**src/rtl/decode_queue_if.sv**
```systemverilog
// decode_queue_if: fetch-to-decode handshake bundle; master = fetch/consumer side, slave = queue
interface decode_queue_if #(
  parameter int DEPTH = 4,
  parameter int PC_W  = 32
);
  logic                     flush;
  logic                     in_valid;
  logic                     in_ready;
  logic [31:0]              in_instr;
  logic [PC_W-1:0]          in_pc;
  logic                     out_valid;
  logic                     out_ready;
  logic [31:0]              out_instr;
  logic [PC_W-1:0]          out_pc;
  logic [14:0]              out_ctrl;
  logic [$clog2(DEPTH):0]   count;
  modport master (
    output flush, in_valid, in_instr, in_pc, out_ready,
    input  in_ready, out_valid, out_instr, out_pc, out_ctrl, count
  );
  modport slave (
    input  flush, in_valid, in_instr, in_pc, out_ready,
    output in_ready, out_valid, out_instr, out_pc, out_ctrl, count
  );
endinterface

```
**src/rtl/decode_queue.sv**
```systemverilog
// decode_queue: DEPTH-entry circular buffer that decodes each fetched word into a 15-bit control bundle on write.
// Ports: clk, rst (sync, active-high); q (decode_queue_if.slave): flush, in_valid/in_ready/in_instr/in_pc,
// out_valid/out_ready/out_instr/out_pc/out_ctrl, count. Optional macro CP0_DECODE_EN enables mfc0/mtc0/eret decode.
module decode_queue #(
  parameter int DEPTH = 4,
  parameter int PC_W  = 32
) (
  input logic          clk,
  input logic          rst,
  decode_queue_if.slave q
);
  localparam int AW = $clog2(DEPTH);
  localparam logic [AW:0] FULL = (AW+1)'(DEPTH);
  localparam logic [14:0] RW = 15'h4000, RD = 15'h2000, AS = 15'h1000, BR = 15'h0800,
                          MW = 15'h0400, MR = 15'h0200, JP = 15'h0100, JL = 15'h0080,
                          JG = 15'h0040, BK = 15'h0020, SC = 15'h0010, RS = 15'h0001;
`ifdef CP0_DECODE_EN
  localparam logic [14:0] ER = 15'h0008, CR = 15'h0004, CW = 15'h0002;
`endif
  logic [AW-1:0]   wr_ptr, rd_ptr;
  logic [AW:0]     cnt;
  logic [31:0]     mem_instr [DEPTH];
  logic [PC_W-1:0] mem_pc    [DEPTH];
  logic [14:0]     mem_ctrl  [DEPTH];
  logic            push, pop;
  logic [14:0]     dec;
  logic [5:0]      op, fn;
  logic [4:0]      rt;
  assign op = q.in_instr[31:26];
  assign fn = q.in_instr[5:0];
  assign rt = q.in_instr[20:16];
  assign q.in_ready  = cnt != FULL;
  assign q.out_valid = cnt != '0;
  assign q.count     = cnt;
  assign push = q.in_valid & q.in_ready & ~q.flush;
  assign pop  = q.out_valid & q.out_ready & ~q.flush;
  // empty queue must never expose a stale slot
  assign q.out_instr = q.out_valid ? mem_instr[rd_ptr] : '0;
  assign q.out_pc    = q.out_valid ? mem_pc[rd_ptr]    : '0;
  assign q.out_ctrl  = q.out_valid ? mem_ctrl[rd_ptr]  : '0;
  always_comb begin
    dec = RS;
    case (op)
      6'h00: case (fn)
        6'h00, 6'h02, 6'h03, 6'h04, 6'h06, 6'h07, 6'h10, 6'h12,
        6'h20, 6'h21, 6'h22, 6'h23, 6'h24, 6'h25, 6'h26, 6'h27,
        6'h2a, 6'h2b:                                   dec = RW | RD;
        6'h11, 6'h13, 6'h18, 6'h19, 6'h1a, 6'h1b:       dec = '0;
        6'h08:                                          dec = JP | JG;
        6'h09:                                          dec = RW | RD | JP | JL | JG;
        6'h0c:                                          dec = SC;
        6'h0d:                                          dec = BK;
        default:                                        dec = RS;
      endcase
      6'h01: dec = (rt == 5'b00000 || rt == 5'b00001) ? BR :
                   (rt == 5'b10000 || rt == 5'b10001) ? RW | RD | BR | JL : RS;
      6'h02: dec = JP;
      6'h03: dec = RW | RD | JP | JL;
      6'h04, 6'h05, 6'h06, 6'h07: dec = BR;
      6'h08, 6'h09, 6'h0a, 6'h0b, 6'h0c, 6'h0d, 6'h0e, 6'h0f: dec = RW | AS;
      6'h20, 6'h21, 6'h23, 6'h24, 6'h25: dec = RW | AS | MR;
      6'h28, 6'h29, 6'h2b: dec = AS | MW;
`ifdef CP0_DECODE_EN
      6'h10: dec = (q.in_instr == 32'h4200_0018) ? ER :
                   (q.in_instr[25:21] == 5'b00100 && q.in_instr[10:3] == '0) ? CW :
                   (q.in_instr[25:21] == 5'b00000 && q.in_instr[10:3] == '0) ? RW | CR : RS;
`else
      6'h10: dec = RS;
`endif
      default: dec = RS;
    endcase
  end
  always_ff @(posedge clk) begin
    if (rst || q.flush) begin
      wr_ptr <= '0;
      rd_ptr <= '0;
      cnt    <= '0;
    end else begin
      if (push) wr_ptr <= wr_ptr + 1'b1;
      if (pop) rd_ptr <= rd_ptr + 1'b1;
      cnt <= cnt + {{AW{1'b0}}, push} - {{AW{1'b0}}, pop};
    end
  end
  always_ff @(posedge clk) begin
    if (push) begin
      mem_instr[wr_ptr] <= q.in_instr;
      mem_pc[wr_ptr]    <= q.in_pc;
      mem_ctrl[wr_ptr]  <= dec;
    end
  end
endmodule

```
**src/flat_wrapper.sv**
```systemverilog
// flat-port wrapper written by rule: the top's interface ports become plain ports
module decode_queue_flat 
#(
  parameter int DEPTH = 4,
  parameter int PC_W  = 32
)
  (clk, rst, q_flush, q_in_valid, q_in_instr, q_in_pc, q_out_ready, q_in_ready, q_out_valid, q_out_instr, q_out_pc, q_out_ctrl, q_count);
  decode_queue_if #(.DEPTH(DEPTH), .PC_W(PC_W)) q_i ();
  input logic clk;
  input logic rst;
  input wire logic [$bits(q_i.flush)-1:0] q_flush;
  input wire logic [$bits(q_i.in_valid)-1:0] q_in_valid;
  input wire logic [$bits(q_i.in_instr)-1:0] q_in_instr;
  input wire logic [$bits(q_i.in_pc)-1:0] q_in_pc;
  input wire logic [$bits(q_i.out_ready)-1:0] q_out_ready;
  output wire logic [$bits(q_i.in_ready)-1:0] q_in_ready;
  output wire logic [$bits(q_i.out_valid)-1:0] q_out_valid;
  output wire logic [$bits(q_i.out_instr)-1:0] q_out_instr;
  output wire logic [$bits(q_i.out_pc)-1:0] q_out_pc;
  output wire logic [$bits(q_i.out_ctrl)-1:0] q_out_ctrl;
  output wire logic [$bits(q_i.count)-1:0] q_count;
  assign q_i.flush = q_flush;
  assign q_i.in_valid = q_in_valid;
  assign q_i.in_instr = q_in_instr;
  assign q_i.in_pc = q_in_pc;
  assign q_i.out_ready = q_out_ready;
  assign q_in_ready = q_i.in_ready;
  assign q_out_valid = q_i.out_valid;
  assign q_out_instr = q_i.out_instr;
  assign q_out_pc = q_i.out_pc;
  assign q_out_ctrl = q_i.out_ctrl;
  assign q_count = q_i.count;
  decode_queue #(.DEPTH(DEPTH), .PC_W(PC_W)) u_core (.clk(clk), .rst(rst), .q(q_i));
endmodule
```
**config.mk**
```make
export PLATFORM = sky130hd
export DESIGN_NAME = decode_queue_flat
export DESIGN_NICKNAME = d
export VERILOG_FILES = /design/src/rtl/decode_queue_if.sv /design/src/rtl/decode_queue.sv /design/src/flat_wrapper.sv
export SDC_FILE = /design/constraint.sdc
export NUM_CORES = 1
export LEC_CHECK = 0
export BUFFER_PORTS_ARGS = -buffer_cell sky130_fd_sc_hd__clkbuf_2
export CELL_PAD_IN_SITES_DETAIL_PLACEMENT = 2
export CELL_PAD_IN_SITES_GLOBAL_PLACEMENT = 2
export CORE_ASPECT_RATIO = 1.75
export CORE_MARGIN = 2
export CORE_UTILIZATION = 47
export DETAILED_ROUTE_END_ITERATION = 16
export PLACE_DENSITY_LB_ADDON = 0.1
export SETUP_SLACK_MARGIN = 0.5
export SYNTH_ARGS = -nofsm -noshare
export SYNTH_HDL_FRONTEND = slang
export SYNTH_SLANG_ARGS = --single-unit
```
**constraint.sdc**
```tcl
create_clock -name clk -period 6.4 [get_ports clk]
set_input_delay 1.28 -clock clk [delete_from_list [all_inputs] [get_ports clk]]
set_output_delay 1.28 -clock clk [all_outputs]
set_load 0.05 [all_outputs]
```
# Word-level counts from Yosys, hierarchy flattened
# Memories as Yosys holds them, arrays and structs flattened. A register that Yosys moved wholly into a read port is not among the register bits.
# Index checks and enable logic that the tools add are counted.
# word_totals
word_cells	67
mem_bits_ro	512
n_memories	4
inputBits	69
latch_bits	0
mem_bits_rw	316
ff_bits	7
# op_classes
reduce_logical	10
add_sub_neg	4
n_lt_le_gt_ge	0
n_mux	14
n_eq_ne	27
bitwise_logic	5
n_mul	0
div_mod_pow	0
n_shift	0
# mem_list
name	depth	width	read_ports	rd_ports_with_merged_regs	wr	line	text
(name not given)	64	8	1	0	0	decode_queue.sv:44	6'h00: case (fn)
u_core.mem_instr	4	32	1	1	1	decode_queue.sv:22	logic [31:0] mem_instr [DEPTH];
u_core.mem_pc	4	32	1	1	1	decode_queue.sv:23	logic [PC_W-1:0] mem_pc [DEPTH];
u_core.mem_ctrl	4	15	1	1	1	decode_queue.sv:24	logic [14:0] mem_ctrl [DEPTH];
# op_table
operator	count
$pmux W15 S8	1
$mux W32	2
$eq A6 B4 Y1 const B	8
$eq A6 B6 Y1 const B	8
$mux W15	3
$eq A6 B3 Y1 const B	4
$eq A6 B2 Y1 const B	2
$mux W2	6
$eq A5 B5 Y1 const B	2
$reduce_or A8 Y1	1
$eq A6 B1 Y1 const B	1
$logic_not A6 Y1	1
$eq A5 B1 Y1 const B	1
$logic_not A5 Y1	1
$reduce_or A5 Y1	1
$add A2 B1 Y2 const B	2
$and A1 B1 Y1	4
$reduce_or A4 Y1	1
$add A3 B1 Y3	1
$logic_or A1 B1 Y1	3
$ne A3 B3 Y1 const B	1
$reduce_bool A3 Y1	1
$reduce_or A3 Y1	1
$sub A3 B1 Y3	1
other kinds (2)	3

# Depth between registers and ports, before layout
# Gate-level depths: netlist of the first run.
# logic_depth
word_depth	5
mapped_depth	12

# Worst setup path after synthesis of the first run
# OpenSTA, ideal clock, no wires.
# synth_timing
kind	input port to flip-flop
startpoint	input port q_flush
endpoint	memory u_core.mem_ctrl[0][0] (enable)
cell_stages	2
path_buffers	0
t_arrival_ns	3.335
path_slack_ns	2.622
cell_sequence	and3b_1 and2_1
# synth_between
elab_chain_len	4
# synth_rtl
item	line	text
start: declaration	flat_wrapper.sv:11	input wire logic [$bits(q_i.flush)-1:0] q_flush;
$not A1 Y1	decode_queue.sv:35	assign push = q.in_valid & q.in_ready & ~q.flush;
$and A1 B1 Y1	decode_queue.sv:35	
$mux W1	decode_queue.sv:85	if (push) begin
$mux W1 (not written as such)	decode_queue.sv:88	mem_ctrl[wr_ptr] <= dec;
end: declaration	decode_queue.sv:24	
# No other way between the ends.

==> metrics.md, run 1 <==
| Metric | Value |
|---|---|
| Outcome | finished, final reports clean |
| Final Cell Area | 14200 um^2 |
| Max_slew headroom | 22.2% |
| RSZ-0062 raised after global routing | no |
| Synth cell types | 40 |
| DRT antenna net count | 0 |
| Max cap viols | 0 |
| Pwr per Cell Area | 298 nW/um^2 |
| Core area | 25900 um^2 |
| Post-CTS setup buffer count | 0 |
| Yosys Warn Count | 0 |
| Row Count | 78 |
| Final Hold Viols | 0 |
| Grt ovf | 0 |
| Post-Route WL | 31500 um |
| Commonest non-fill, non-tap cell in the layout | edfxtp_1 |
| Clk sink count | 313 |
| First-pass GRT wire length | 46900 um |
| Final setup TNS | 0 ps |
| CTS max path bufs | 3 |
| CTS Buf Count | 29 |
| Critical path startpoint category | register |
| Fmax | 232 MHz |
| 1st-pass router iterations | 4 |
| Final HPWL from detailed placement | 19500 um |
| Layout cells sized above 1 | 36.8% |
| Maximum VDD drop | 0.000233 V |
| TritonCTS clock tree | built |
| Seq/Total Area, Yosys | 75.7% |
| Most frequent cells in the layout | edfxtp_1 (304), clkbuf_2 (149), mux4_2 (76), and2_1 (76), clkbuf_16 (29) |
| LEAKAGE | 0.00483 uW |
| GP Congestion | 0.710 |
| Top-Level Pins | 153 |
| Vias per cell | 5.68 |
| Final Max Slew Viols | 0 |
| Least-Margin Pin Slew | 1170 ps |
| Flip-flop and latch area | 9320 um^2 |
| Tcrit/Tclk final | 67.4% |
| Footprint of the multi-input gates | 2790 um^2 |
| Reg clk slew, reported paths | 70 ps |
| CP Max Fanout | 33 |
| Post-placement cell area | 13300 um^2 |
| Avg Cell Area, Syn | 20.7 um^2 |
| Clock period minus worst slack | 4310 ps |
| Layout area overhead | 15.5% |
| H-tree depth | 1 |
| Initial Utilization | 47.5% |
| Die Wd | 126 um |
| Main synth FF type | edfxtp_1 |
| #FFs+latches synth | 313 |
| Tot Pwr | 4230 uW |
| Area of the die | 27500 um^2 |
| Worst Hold Class | reg2reg |
| Worst slack, placed | 2580 ps |
| Mapped Cells | 594 |
| Crit path kind | reg2out |
| Wirelength per Cell | 28.7 um |
| Synthesized area | 12300 um^2 |
| Vias | 6217 |
| Gr usage total | 23.2% |
| Clk_skew | 16.9 ps |
| Initial antenna violation count | 2 |
| Iteration-0 DRC Markers | 347 |
| Ys async rst share | 0% |
| Final routed DRC violation total | 0 |
| Vias in the first global route | 7207 |
| Critical path arrival | 3030 ps |
| Post-synth EDFFs | 304 |
| CP Data Required Time | 5120 ps |
| Post-cts resize count | 0 |
| Final #Nets | 828 |
| Final setup viols | 0 |
| Final worst setup slack | 2090 ps |
| Worst skew pair latency | 560 ps |
| Filler cell count | 2219 |
| Largest net degree at the start of global routing | 80 |
| CTS Hold Bufs | 0 |
| Buffers added on ports | 149 |
| Root Driver | clkbuf_16 |
| Die Y | 218 um |
| CP endpoint kind | primary output |
==> registers in the layout, summed over array words and instances (netlist names), named ones only <==
signal and count:
u_core.mem_instr 128, u_core.mem_pc 128, u_core.mem_ctrl 48, u_core.q.count 3
u_core.rd_ptr 2, u_core.wr_ptr 2
==> path summary, 6_finish.rpt <==
| path | endpoint | cells past startpoint | slack, ps | startpoint |
|---|---|---|---|---|
| worst max-delay path | q_out_pc[24] | 4 | 2090 | register |
| worst min-delay path | u_core.wr_ptr[1]$_SDFFE_PP0N_ | 2 | 580 | u_core.wr_ptr[1]$_SDFFE_PP0N_ |
| worst max register to register | u_core.q.count[2]$_SDFF_PP0_ | 11 | 3100 | u_core.q.count[1]$_SDFF_PP0_ |
| worst min register to register | u_core.wr_ptr[1]$_SDFFE_PP0N_ | 2 | 580 | u_core.wr_ptr[1]$_SDFFE_PP0N_ |
==> synth_stat cells (all sizes together), types with 2 or more instances <==
| library cell | number | share of area, % |
|---|---|---|
| mux4 | 76 | 14 |
| or3b | 2 | 0.14 |
| or2 | 2 | 0.10 |
| o21ai | 3 | 0.12 |
| xor2 | 2 | 0.14 |
| nor4 | 6 | 0.43 |
| nor3 | 6 | 0.24 |
| dfxtp | 9 | 1.5 |
| nor2 | 14 | 0.43 |
| nand2 | 9 | 0.27 |
| nand2b | 5 | 0.25 |
| or4b | 2 | 0.16 |
| buf | 17 | 0.96 |
| nand3 | 2 | 0.081 |
| clkbuf | 14 | 0.43 |
| a21oi | 4 | 0.16 |
| xnor2 | 3 | 0.21 |
| nor2b | 4 | 0.20 |
| and2 | 81 | 4.1 |
| inv | 10 | 0.31 |
| edfxtp | 304 | 74 |
| ha | 6 | 0.61 |
| a22o | 2 | 0.14 |
==> power by group <==
part / internal (uW) / switching, uW
combinational: 89.8 / 229
sequential: 2280 / 15.2
clock: 865 / 742
==> through the flow <==
stage          instances  hold WS (ps)  utilization [%]
2_1_floorplan        596           469                -
3_3_place_gp        1041           487             51.6
3_5_place_dp        1041           519             51.6
4_1_cts             1092           579             54.9
5_1_grt             1094           594             54.9
6_report            1094           579             54.9
==> routing by layer <==
layer	up-vias	wire length [um]	track usage (%)	part of all wire (%)
met5	-	0	0	0
met4	0	1050	8.64	3.3
met3	53	951	2.85	3.0
met2	176	17900	43.7	57
met1	3308	11600	26.7	37
li1	2680	-	-	-
==> worst max-delay path, cell delays in order, from the launching register on <==
cell and delay (ps):
dfxtp_4 810, buf_4 600, mux4_2 570, and2_1 210
clkbuf_2 250
==> final cells by class <==
type,count,share of cell area (%)
diodes,2,0.0353
clock buffers,34,5.24
clock inverters,17,0.723
inverters,10,0.264
multi-input cells,242,19.7
flip-flops and latches,313,65.6
well taps,320,2.82
repair buffers,156,5.62
==> cell families (layout without fill, tap and decap cells) <==
logic type | count (synthesis) | after routing | synth area share (%)
AO/OA/AOI/OAI | 14 | 14 | 0.764
buffers and inverters | 41 | 217 | 1.69
AND/OR/NAND/NOR | 137 | 137 | 6.71
multiplexers | 76 | 76 | 13.9
other | 1 | 5 | 0.0305
adder cells (fa/ha/maj) | 7 | 7 | 0.774
XOR/XNOR | 5 | 5 | 0.356
flip-flops | 313 | 313 | 75.7
(Power assumes the default switching activity.)
==> run 2, diff against run 1 <==
--- a/config.mk
+++ b/config.mk
@@ -10,7 +10,7 @@
 export CELL_PAD_IN_SITES_GLOBAL_PLACEMENT = 2
 export CORE_ASPECT_RATIO = 1.75
 export CORE_MARGIN = 2
-export CORE_UTILIZATION = 47
+export CORE_UTILIZATION = 40
 export DETAILED_ROUTE_END_ITERATION = 16
 export PLACE_DENSITY_LB_ADDON = 0.1
 export SETUP_SLACK_MARGIN = 0.5
==> constraint.sdc (replaced) <==
create_clock -name clk -period 3.9 [get_ports clk]
set_input_delay 0.78 -clock clk [delete_from_list [all_inputs] [get_ports clk]]
set_output_delay 0.78 -clock clk [all_outputs]
set_load 0.05 [all_outputs]
==> run 2 against run 1 <==
Combinational power grew 64%. Via count shrank 0.27%. Non-clock buffer count grew 11. First-iteration DRC count grew 4.9%. Count of clock-buffer cells in the layout grew 2. Clock skew grew 0.83 ps. Core utilization shrank 6.6 points. Sequential power grew 64%. Hold slack lost 150 ps. Die area grew 17%. Largest power group unchanged. Highest routed layer is now met5.
==> metrics.md, run 2 (same netlist as run 1, synthesis figures left out) <==
| Metric | Value |
|---|---|
| Outcome | finished, final reports clean (unchanged) |
| Final setup viols | 0 (unchanged) |
| Final HPWL from detailed placement | 17900 um (was 19500 um) |
| Fmax | 307 MHz |
| Pwr per Cell Area | 490 nW/um^2 (was 298 nW/um^2) |
| CTS max path bufs | 3 (unchanged) |
| R2r startpoint | u_core.q.count[2]$_SDFF_PP0_ (was u_core.q.count[1]$_SDFF_PP0_) |
| First-pass GRT wire length | 44000 um (was 46900 um) |
| Max_slew headroom | 53.7% (was 22.2%) |
| CP cell instances | buf_12 > mux4_2 > and2_1 > clkbuf_2 (was buf_4 > mux4_2 > and2_1 > clkbuf_2) |
| Area of the die | 32200 um^2 (was 27500 um^2) |
| Maximum VDD drop | 0.000342 V (was 0.000233 V) |
| R2R Setup Slk | 1350 ps (was 3100 ps) |
| Final routed DRC violation total | 0 (unchanged) |
| GP Congestion | 0.702 (was 0.710) |
| Regs by FF count | u_core.mem_instr: 128 flops, u_core.mem_pc: 128 flops, u_core.mem_ctrl: 48 flops (unchanged) |
| Post-Route WL | 29200 um (was 31500 um) |
| Wirelength per Cell | 24.9 um (was 28.7 um) |
| Root Driver | clkbuf_16 (unchanged) |
| Critical path arrival | 2480 ps (was 3030 ps) |
| Initial Utilization | 40.7% (was 47.5%) |
| Final Max Slew Viols | 0 (unchanged) |
| Worst skew pair latency | 570 ps (was 560 ps) |
| Final setup TNS | 0 ps (unchanged) |
| Max cap viols | 0 (unchanged) |
| R2R depth | 10 (was 11) |
| Iteration-0 DRC Markers | 364 (was 347) |
| Slowest-stage cell, CP | dfxtp_4 (unchanged) |
| RSZ-0062 raised after global routing | no (unchanged) |
| Top-Level Pins | 153 (unchanged) |
| Die Y | 236 um (was 218 um) |
| Clk sink count | 313 (unchanged) |
| CTS Buf Count | 30 (was 29) |
| WHS Path Cells | 1 (was 2) |
| Tcrit/Tclk final | 83.7% |
| Worst Hold Class | in2reg (was reg2reg) |
| ANT cells | 0 (was 2) |
| Grt ovf | 0 (unchanged) |
| Footprint of the multi-input gates | 2800 um^2 (was 2790 um^2) |
| Reg clk slew, reported paths | 60 ps (was 70 ps) |
| Clock period minus worst slack | 3260 ps |
| Clk_skew | 17.8 ps (was 16.9 ps) |
| Least-Margin Pin Slew | 695 ps (was 1170 ps) |
| Final Hold Viols | 0 (unchanged) |
| TritonCTS clock tree | built (unchanged) |
| CP peak stage delay | 800 ps (was 810 ps) |
| Final Core Density | 48.3% (was 54.9%) |
| Gr usage total | 18.5% (was 23.2%) |
| Row Count | 84 (was 78) |
| Buffers added on ports | 149 (unchanged) |
| CP endpoint kind | primary output (unchanged) |
| CP Data Required Time | 3120 ps (was 5120 ps) |
| Crit path kind | reg2out (unchanged) |
| Crit. path cell count | 4 (unchanged) |
| Vias | 6200 (was 6217) |
| H-tree depth | 1 (unchanged) |
| Vias per cell | 5.28 (was 5.68) |
| Die Wd | 137 um (was 126 um) |
| Critical path startpoint category | register (unchanged) |
| CTS Hold Bufs | 0 (unchanged) |
| Final #Nets | 840 (was 828) |
| Initial antenna violation count | 1 (was 2) |
| Flip-flop and latch area | 9320 um^2 (unchanged) |
| Vias in the first global route | 7088 (was 7207) |
| Largest net degree at the start of global routing | 77 (was 80) |
| Delay-heaviest family, CP | flip-flops (was buffers and inverters) |
| Buffers plus inverters on the worst setup path | 2 (unchanged) |
| CP Max Fanout | 40 (was 33) |
| 1st-pass router iterations | 4 (unchanged) |
| Layout area overhead | 18.5% (was 15.5%) |
| DRT antenna net count | 0 (unchanged) |
| HP Start | q_in_pc[30] (was u_core.wr_ptr[1]$_SDFFE_PP0N_) |
| Commonest non-fill, non-tap cell in the layout | edfxtp_1 (unchanged) |
| Core area | 30200 um^2 (was 25900 um^2) |
| Most frequent cells in the layout | edfxtp_1 (304), clkbuf_2 (149), mux4_2 (76), and2_1 (76), clkbuf_16 (30) (was edfxtp_1 (304), clkbuf_2 (149), mux4_2 (76), and2_1 (76), clkbuf_16 (29)) |
| LEAKAGE | 0.00496 uW (was 0.00483 uW) |
| Layout cells sized above 1 | 38.2% (was 36.8%) |
| Filler cell count | 2735 (was 2219) |
[run 2: changes by cell type in the layout (fill, tap and decap cells not counted), sizes merged]
cell	change
diode	-2
clkinvlp	+1
clkinv	-1
clkbuf	+2
bufinv	+2
buf	+11
[run 2: final timing paths]
check                                    to
min reg2reg   u_core.wr_ptr[1]$_SDFFE_PP0N_
max                            q_out_pc[21]
max reg2reg    u_core.q.count[2]$_SDFF_PP0_
min          u_core.mem_pc[3][30]$_DFFE_PP_
[run 2: layout make-up]
cell class / instances / share of cell area (%)
sequential: 313 / 64.0
multi-input combinational: 242 / 19.2
timing repair buffer: 167 / 6.65
clock buffer: 36 / 5.31
tap: 387 / 3.33
clock inverter: 19 / 1.26
inverter: 10 / 0.258
[run 2: routing by layer]
metal | global-route usage, % | wire, um
met5 | 0 | 13
met2 | 34.3 | 16300
met4 | 4.83 | 514
met3 | 3.07 | 1320
met1 | 21.6 | 11000
[run 2: per-stage QoR]
stage                     total power, uW  cells  setup WS (ps)  hold WS (ps)  instance area (um^2)
after global placement               4350   1113           1160           490                 13600
after CTS                            7230   1168            517           404                 14500
final                                7130   1174            638           434                 14600
after floorplan                      4170    596            980           469                 12300
after global routing                 7380   1174            520           412                 14600
after detailed placement             4370   1113           1080           528                 13600
[run 2: what timing repair did]
| item | 4_1_cts | 5_1_grt |
|---|---|---|
| gates cloned | 0 | 0 |
| gates resized for setup | 1 | 0 |
| setup buffers | 0 | 6 |
| setup endpoints to repair | 1 | 19 |
[run 2: where the power goes]
part           switching, uW  internal [uW]  leakage, uW
Combinational            368            155      0.00163
Clock                   1230           1610     0.000466
Sequential              17.9           3750      0.00286
Total                   1620           5520      0.00496
==> run 3, diff against run 2 <==
==> constraint.sdc (replaced) <==
create_clock -name clk -period 2.88 [get_ports clk]
set_input_delay 0.576 -clock clk [delete_from_list [all_inputs] [get_ports clk]]
set_output_delay 0.576 -clock clk [all_outputs]
set_load 0.05 [all_outputs]
==> run 3 against run 2 <==
Design area rose by 9.8%. Highest routed layer unchanged. Via count rose by 1.5%. Hold slack got worse by 200 ps. First-iteration DRC count fell by 25%. Clock power rose by 40%. Largest cell class unchanged. Largest power group unchanged. Non-clock buffer count rose by 12. Critical endpoint is now q_out_pc[1].
==> metrics.md, run 3 (same netlist as run 1, synthesis figures left out) <==
| Metric | Value |
|---|---|
| Core area | 30200 um^2 (unchanged) |
| Final worst setup slack | 106 ps (was 638 ps) |
| Regs by FF count | u_core.mem_instr: 128 flops, u_core.mem_pc: 128 flops, u_core.mem_ctrl: 48 flops (unchanged) |
| Die Wd | 137 um (unchanged) |
| Crit path kind | reg2out (unchanged) |
| Least-Margin Pin Slew | 621 ps (was 695 ps) |
| Outcome | finished, final reports clean (unchanged) |
| H-tree depth | 1 (unchanged) |
| Clock period minus worst slack | 2770 ps |
| Worst Hold Class | in2reg (unchanged) |
| CP cell instances | buf_12 > buf_12 > buf_16 > mux4_2 > and2_4 > clkbuf_16 (was buf_12 > mux4_2 > and2_1 > clkbuf_2) |
| Buffers added on ports | 149 (unchanged) |
| Final routed DRC violation total | 0 (unchanged) |
| Final setup viols | 0 (unchanged) |
| Iteration-0 DRC Markers | 272 (was 364) |
| First-pass GRT wire length | 46700 um (was 44000 um) |
| CP peak stage delay | 520 ps (was 800 ps) |
| DRT antenna net count | 0 (unchanged) |
| CP Max Fanout | 8 (was 40) |
| Critical path startpoint category | register (unchanged) |
| Final #Nets | 852 (was 840) |
| Die Y | 236 um (unchanged) |
| Max_slew headroom | 58.1% (was 53.7%) |
| Post-Route WL | 31600 um (was 29200 um) |
| Layout area overhead | 30.1% (was 18.5%) |
| Grt ovf | 0 (unchanged) |
| Largest net degree at the start of global routing | 45 (was 77) |
| Top-Level Pins | 153 (unchanged) |
| Final Hold Viols | 0 (unchanged) |
| Max cap viols | 0 (unchanged) |
| Clk_skew | 22.3 ps (was 17.8 ps) |
| Commonest non-fill, non-tap cell in the layout | edfxtp_1 (unchanged) |
| Slowest-stage cell, CP | mux4_2 (was dfxtp_4) |
| Row Count | 84 (unchanged) |
| CTS Buf Count | 30 (unchanged) |
| Initial Utilization | 40.7% (unchanged) |
| Vias | 6292 (was 6200) |
| RSZ-0062 raised after global routing | yes (was no) |
| Gr usage total | 19.7% (was 18.5%) |
| Wirelength per Cell | 26.6 um (was 24.9 um) |
| GP Congestion | 0.698 (was 0.702) |
| TritonCTS clock tree | built (unchanged) |
| Worst skew pair latency | 570 ps (about the same) |
| Most used cell, CP | buf_12 |
| Critical path arrival | 2200 ps (was 2480 ps) |
| Vias per cell | 5.30 (was 5.28) |
| Worst slack, placed | 339 ps (was 1080 ps) |
| Final setup TNS | 0 ps (unchanged) |
| Pwr per Cell Area | 628 nW/um^2 (was 490 nW/um^2) |
| Area of the die | 32200 um^2 (unchanged) |
| Non-Filler Instances | 1188 (was 1174) |
| Vias in the first global route | 7183 (was 7088) |
| Filler cell count | 2605 (was 2735) |
| 1st-pass router iterations | 4 (unchanged) |
| Most frequent cells in the layout | edfxtp_1 (304), mux4_2 (76), clkbuf_2 (72), and2_4 (65), buf_8 (48) (was edfxtp_1 (304), clkbuf_2 (149), mux4_2 (76), and2_1 (76), clkbuf_16 (30)) |
| CTS max path bufs | 3 (unchanged) |
| Initial antenna violation count | 2 (was 1) |
| Tcrit/Tclk final | 96.3% |
| LEAKAGE | 0.00545 uW (was 0.00496 uW) |
| CP endpoint kind | primary output (unchanged) |
| CP Data Required Time | 2300 ps (was 3120 ps) |
| Reg clk slew, reported paths | 60 ps (about the same) |
| Final Max Slew Viols | 0 (unchanged) |
| Fmax | 360 MHz |
| Placed cells | 1118 (was 1113) |
| Final HPWL from detailed placement | 18300 um (was 17900 um) |
| Clk sink count | 313 (unchanged) |
| Final Core Density | 53.0% (was 48.3%) |
| Root Driver | clkbuf_16 (unchanged) |
| Maximum VDD drop | 0.000481 V (was 0.000342 V) |
| Layout cells sized above 1 | 48.0% (was 38.2%) |
[run 3: changes by cell type in the layout (fill, tap and decap cells not counted), sizes merged]
cell	delta
buf	+57
bufinv	+1
clkbuf	-49
clkinv	+3
diode	+1
inv	+1
[run 3: worst paths after layout]
kind,slack [ps],cells after the start,start,to
worst min register to register,560,2,u_core.rd_ptr[1]$_SDFFE_PP0P_,register
worst min-delay path,230,1,q_in_instr[9],u_core.mem_instr[0][9]$_DFFE_PP_
worst max-delay path,110,6,register,q_out_pc[1]
worst max register to register,600,10,u_core.q.count[2]$_SDFF_PP0_,u_core.q.count[2]$_SDFF_PP0_
[run 3: what timing repair did]
item | 4_1_cts | 5_1_grt
hold buffers | 0 | 0
endpoints found under the setup margin | 78 | 77
buffers inserted | 6 | 1
gates cloned | 4 | 2
resized for setup | 213 | 74
pin swaps | 2 | 4
[run 3: stage by stage]
stage	hold slack [ps]	power, uW	area (um^2)
2_1_floorplan	469	5650	12300
3_3_place_gp	490	5890	13700
3_5_place_dp	526	5930	13700
4_1_cts	200	10100	15800
5_1_grt	209	10300	16000
6_report	230	10000	16000
[run 3: critical path: cells and delay by family (launching register included)]
| kind | cells | cell delay (ps) |
|---|---|---|
| buffers and inverters | 4 | 540 |
| DFF | 1 | 390 |
| muxes | 1 | 520 |
| and+or+nand+nor | 1 | 180 |
[run 3: cell type report]
type	instances	area (um^2)	share of cell area (%)
clock inverter	24	233	1.46
timing repair buffer	179	2190	13.7
tap	387	484	3.03
clock buffer	32	758	4.74
antenna	1	2.50	0.0156
multi-input combinational	242	2960	18.5
sequential	313	9320	58.3
inverter	10	37.5	0.235
[run 3: metal layers]
| layer | wire length [um] | share of wire (%) | vias up | track usage [%] |
|---|---|---|---|---|
| li1 | - | - | 2744 | - |
| met1 | 12400 | 39 | 3361 | 24.6 |
| met2 | 17500 | 55 | 146 | 36.0 |
| met3 | 1130 | 3.6 | 39 | 2.73 |
| met4 | 580 | 1.8 | 2 | 4.42 |
| met5 | 13 | 0.041 | - | 0 |
[run 3: power breakdown]
part / switching [uW] / internal, uW / total, uW
logic: 545 / 397 / 943
registers: 26.0 / 5080 / 5100
clock network: 1730 / 2270 / 3990
